[src/rtl/seq_mag_comparator.sv]
// rtl/seq_mag_comparator.sv - multi-cycle MSB-first magnitude comparator, DIGIT bits per clock
module seq_mag_comparator #(
    parameter int WIDTH      = 16,
    parameter int DIGIT      = 4,
    parameter int EARLY_EXIT = 1
) (
    input  logic                             clk,
    input  logic                             rst_n,
    input  logic                             start,
    input  logic                             signed_mode,
    input  logic [WIDTH-1:0]                 a,
    input  logic [WIDTH-1:0]                 b,
    output logic                             busy,
    output logic                             done,
    output logic                             a_lt_b,
    output logic                             a_gt_b,
    output logic                             a_eq_b,
    output logic [$clog2(WIDTH/DIGIT):0]     cycles
);

    localparam int NDIG = WIDTH / DIGIT;
    localparam int CW   = $clog2(NDIG) + 1;
    localparam logic [WIDTH-1:0] MSB_MASK = WIDTH'(1) << (WIDTH - 1);
    localparam logic [CW-1:0]    LAST_IDX = CW'(NDIG - 1);

    typedef enum logic {
        IDLE,
        CMP
    } state_t;

    state_t            state_q, state_d;
    logic [WIDTH-1:0]  ra_q, ra_d;
    logic [WIDTH-1:0]  rb_q, rb_d;
    logic [CW-1:0]     cnt_q, cnt_d;
    logic              decided_q, decided_d;
    logic              dec_lt_q, dec_lt_d;
    logic              lt_q, lt_d;
    logic              gt_q, gt_d;
    logic              eq_q, eq_d;
    logic [CW-1:0]     cycles_q, cycles_d;
    logic              done_q, done_d;

    logic [DIGIT-1:0]  digit_a;
    logic [DIGIT-1:0]  digit_b;
    logic              differ;
    logic              digit_lt;
    logic              last_digit;
    logic              res_decided;
    logic              res_lt;
    logic              finish;

    assign digit_a    = ra_q[WIDTH-1 -: DIGIT];
    assign digit_b    = rb_q[WIDTH-1 -: DIGIT];
    assign differ     = (digit_a != digit_b);
    assign digit_lt   = (digit_a < digit_b);
    assign last_digit = (cnt_q == LAST_IDX);

    // A decision made on an earlier digit always wins over the current one.
    assign res_decided = decided_q || differ;
    assign res_lt      = decided_q ? dec_lt_q : digit_lt;
    assign finish      = ((EARLY_EXIT != 0) && differ) || last_digit;

    always_comb begin
        state_d   = state_q;
        ra_d      = ra_q;
        rb_d      = rb_q;
        cnt_d     = cnt_q;
        decided_d = decided_q;
        dec_lt_d  = dec_lt_q;
        lt_d      = lt_q;
        gt_d      = gt_q;
        eq_d      = eq_q;
        cycles_d  = cycles_q;
        done_d    = 1'b0;

        case (state_q)
            IDLE: begin
                if (start) begin
                    // Flipping the sign bit maps two's complement onto offset binary,
                    // so the per-digit unsigned compare stays correct.
                    ra_d      = signed_mode ? (a ^ MSB_MASK) : a;
                    rb_d      = signed_mode ? (b ^ MSB_MASK) : b;
                    cnt_d     = '0;
                    decided_d = 1'b0;
                    dec_lt_d  = 1'b0;
                    state_d   = CMP;
                end
            end
            CMP: begin
                ra_d  = ra_q << DIGIT;
                rb_d  = rb_q << DIGIT;
                cnt_d = cnt_q + CW'(1);
                if (!decided_q && differ) begin
                    decided_d = 1'b1;
                    dec_lt_d  = digit_lt;
                end
                if (finish) begin
                    state_d  = IDLE;
                    done_d   = 1'b1;
                    lt_d     = res_decided && res_lt;
                    gt_d     = res_decided && !res_lt;
                    eq_d     = !res_decided;
                    cycles_d = cnt_q + CW'(1);
                end
            end
            default: state_d = IDLE;
        endcase
    end

    always_ff @(posedge clk or negedge rst_n) begin
        if (!rst_n) begin
            state_q   <= IDLE;
            ra_q      <= '0;
            rb_q      <= '0;
            cnt_q     <= '0;
            decided_q <= 1'b0;
            dec_lt_q  <= 1'b0;
            lt_q      <= 1'b0;
            gt_q      <= 1'b0;
            eq_q      <= 1'b0;
            cycles_q  <= '0;
            done_q    <= 1'b0;
        end else begin
            state_q   <= state_d;
            ra_q      <= ra_d;
            rb_q      <= rb_d;
            cnt_q     <= cnt_d;
            decided_q <= decided_d;
            dec_lt_q  <= dec_lt_d;
            lt_q      <= lt_d;
            gt_q      <= gt_d;
            eq_q      <= eq_d;
            cycles_q  <= cycles_d;
            done_q    <= done_d;
        end
    end

    assign busy   = (state_q == CMP);
    assign done   = done_q;
    assign a_lt_b = lt_q;
    assign a_gt_b = gt_q;
    assign a_eq_b = eq_q;
    assign cycles = cycles_q;

endmodule
[config.mk]
export PLATFORM = sky130hd
export DESIGN_NAME = seq_mag_comparator
export DESIGN_NICKNAME = d
export VERILOG_FILES = /design/src/rtl/seq_mag_comparator.sv
export SDC_FILE = /design/constraint.sdc
export NUM_CORES = 1
export LEC_CHECK = 0
export BUFFER_PORTS_ARGS = -buffer_cell sky130_fd_sc_hd__buf_2
export CORE_MARGIN = 3
export CORE_UTILIZATION = 54
export CTS_BUF_LIST = sky130_fd_sc_hd__clkbuf_16
export CTS_CLUSTER_DIAMETER = 50
export CTS_CLUSTER_SIZE = 12
export DETAILED_ROUTE_END_ITERATION = 16
export PLACE_DENSITY_LB_ADDON = 0.12
export SETUP_SLACK_MARGIN = 0.02
export SLEW_MARGIN = 10
export SYNTH_ARGS = -nofsm -noshare
export SYNTH_HDL_FRONTEND = slang
export SYNTH_SLANG_ARGS = --single-unit
[constraint.sdc]
create_clock -name clk -period 2 [get_ports clk]
set_clock_uncertainty 0.1 [all_clocks]
set_input_delay 0 -clock clk [delete_from_list [all_inputs] [get_ports clk]]
set_output_delay 0 -clock clk [all_outputs]
set_load 0.01 [all_outputs]
==> out/qor.yml <==
run_status:
  status: "completed"
clock_network:
  cts_buffer_depth: 2
  cts_tree: "built"
  root_buffer: "clkbuf_16"
  cts_buffers: 5
  clk_latency_ns: 0.29
  clk_pin_slew_worst_paths_ns: 0.06
  cts_max_level: 2
  cts_sinks: 45
  ctsResizeCount: 0
drt:
  ant_nets: 0
  post_drt_via_cell_ratio: 5.12
  drtPass1Iterations: 4
  vias: 1643
  drc: 0
  drtIter0Drc: 90
  wl_mm: 4.36
  wl_per_cell_um: 13.6
setup_path:
  r2r_cells: 4
  worstPathRequired_ns: 2.07
  worstPathArrival_ns: 1.77
  worstSetupPathType: "reg2reg"
  r2r_end: "cycles[1]"
  r2r_start: "ra_q[15]"
  start_kind: "flip-flop"
  cp_max_fo: 8
  endpoint_kind: "flip-flop"
  r2r_setup_slack_ns: 0.30
  crit_start: "ra_q[15]"
synth:
  yosys_warnings: 0
  synthCells: 200
  avgSynthCellArea_um2: 10.5
  synth_area_um2: 2100
  synth.lib_cells_used.distinct: 28
  ys_seq_area_frac: 0.535
  syn-num-nets: 242
  synth-seq-cells: 45
die:
  io_pins: 44
  die_h_um: 68.4
  core_area_um2: 3720
  dieArea_um2: 4680
  die_x_um: 68.4
  start_util: 0.566
  std_cell_rows: 22
global_route:
  grt_pass1_wl_mm: 7.33
  grt_remaining_overflow: 0
  grt_usage: 0.216
  antenna_found_initial: 0
  grt_max_degree: 58
  grt_pass1_vias: 1621
sta:
  tns_ns: 0
  rsz0062_at_grt: "false"
  final.min_clock_period_ns: 1.70
  slew_headroom: 0.494
  hold_viol_final: 0
  max_freq_mhz: 590
  setup_ws_ns: 0.305
  tightestPinTransition_ns: 0.759
  setup_violations: 0
  period_share: 0.848
  slew_violations: 0
cells_and_area:
  layout_commonest_cell: "dfrtp_1"
  layout-drive-gt1-share: 0.209
  diodes: 0
  area_delta_synth_final_pct: 32.4
  nFillCells: 263
  nNetsFinal: 314
  final_cell_mix: "44 x dfrtp_1, 43 x buf_2, 35 x nand2_1"
worst_hold_path:
  holdPathEnd: "rb_q[14]"
  hp-start: "b[14]"
  min_delay_path_depth: 3
  hold_path_class: "in2reg"
pwr:
  total_power_mw: 3.62
  peakVddDrop_mv: 0.757
  p_leak_nw: 1.38
  power.density_nw_per_um2: 1300
run:
  maxCapViolCount: 0
placed_design:
  port_buffers: 43
  gp_congestion: 0.822
  place_hpwl_mm: 2.75
  post-place-ws_ns: 0.340
==> flip-flops by register name, summed over array words and instances, names as in the netlist <==
register	flops
ra_q	16
done	1
a_gt_b	1
cnt_q	3
decided_q	1
a_eq_b	1
dec_lt_q	1
a_lt_b	1
busy	1
rb_q	16
cycles	3
==> worst max-delay path: stages, from the launching register on <==
cell,delay [ns]
dfrtp_1,0.39
ha_1,0.35
nand4_2,0.17
o21ai_4,0.25
mux2_4,0.32
==> power breakdown <==
| part | leakage, nW | switching (mW) | internal (mW) |
|---|---|---|---|
| sequential | 0.568 | 0.253 | 1.31 |
| clock | 0.0687 | 0.328 | 0.454 |
| combinational | 0.746 | 0.715 | 0.557 |
| total | 1.38 | 1.30 | 2.32 |
==> worst max-delay path by stage <==
stage                            to  slack (ns)
final                     cycles[1]        0.30
after global routing      cycles[1]        0.24
after CTS                 cycles[1]        0.32
after detailed placement  cycles[1]        0.34
after global placement    cycles[1]        0.39
after floorplan           cycles[1]        0.44
==> synthesized netlist by cell type, drive strengths merged <==
master | n | area, um^2
buf | 8 | 62.6
a32o | 1 | 10.0
o211ai | 2 | 15.0
nor2b | 1 | 6.26
a31oi | 1 | 6.26
dfrtp | 45 | 1130
and2 | 1 | 6.26
o21ai | 31 | 166
a32oi | 1 | 8.76
ha | 6 | 75.1
nand3 | 1 | 5.00
nand2 | 35 | 131
a21oi | 3 | 15.0
nor2 | 15 | 56.3
clkbuf | 4 | 15.0
inv | 8 | 30.0
mux2 | 1 | 15.0
nand3b | 1 | 7.51
o31ai | 1 | 7.51
nand4 | 1 | 12.5
xnor2 | 2 | 17.5
mux2i | 30 | 300
a22o | 1 | 8.76
==> routing by layer <==
metal	routed length [um]	GRT usage	vias up
li1	-	-	823
met1	1840	0.266	776
met2	2250	0.364	39
met3	214	0.0575	5
met4	50	0.0744	0
met5	0	0	-
==> area by class of cell <==
class	count	area (um^2)	share of cell area
clock inverter	3	15.0	0.00539
clock buffer	5	125	0.0449
sequential	45	1130	0.405
multi-input combinational	135	871	0.313
inverter	8	30.0	0.0108
tap	48	60.1	0.0216
timing repair buffer	77	558	0.200
==> cells by family (layout without fill, tap and decap cells) <==
group	Yosys count	after routing	share of synthesized area
flops	45	45	0.535
compound gates	41	41	0.113
buf+inv	20	93	0.0511
simple gates	55	55	0.107
mux	31	31	0.150
xor+xnor	2	2	0.00832
fa+ha+maj	6	6	0.0357
==> stage by stage <==
stage	utilization	area (um^2)	std cells	hold slack [ns]
finish	0.750	2790	321	0.00918
global route	0.750	2790	321	0.0958
CTS	0.750	2790	321	0.0199
detailed placement	0.631	2350	283	0.00933
global placement	0.631	2350	283	0.0120
floorplan	-	2100	200	-0.396
==> timing repair <==
action                     4_1_cts  5_1_grt
setup buffers                    0        0
hold endpoints to repair        62        0
hold buffers                    30        0
setup endpoints to repair        0        0
(Power assumes the default switching activity.)
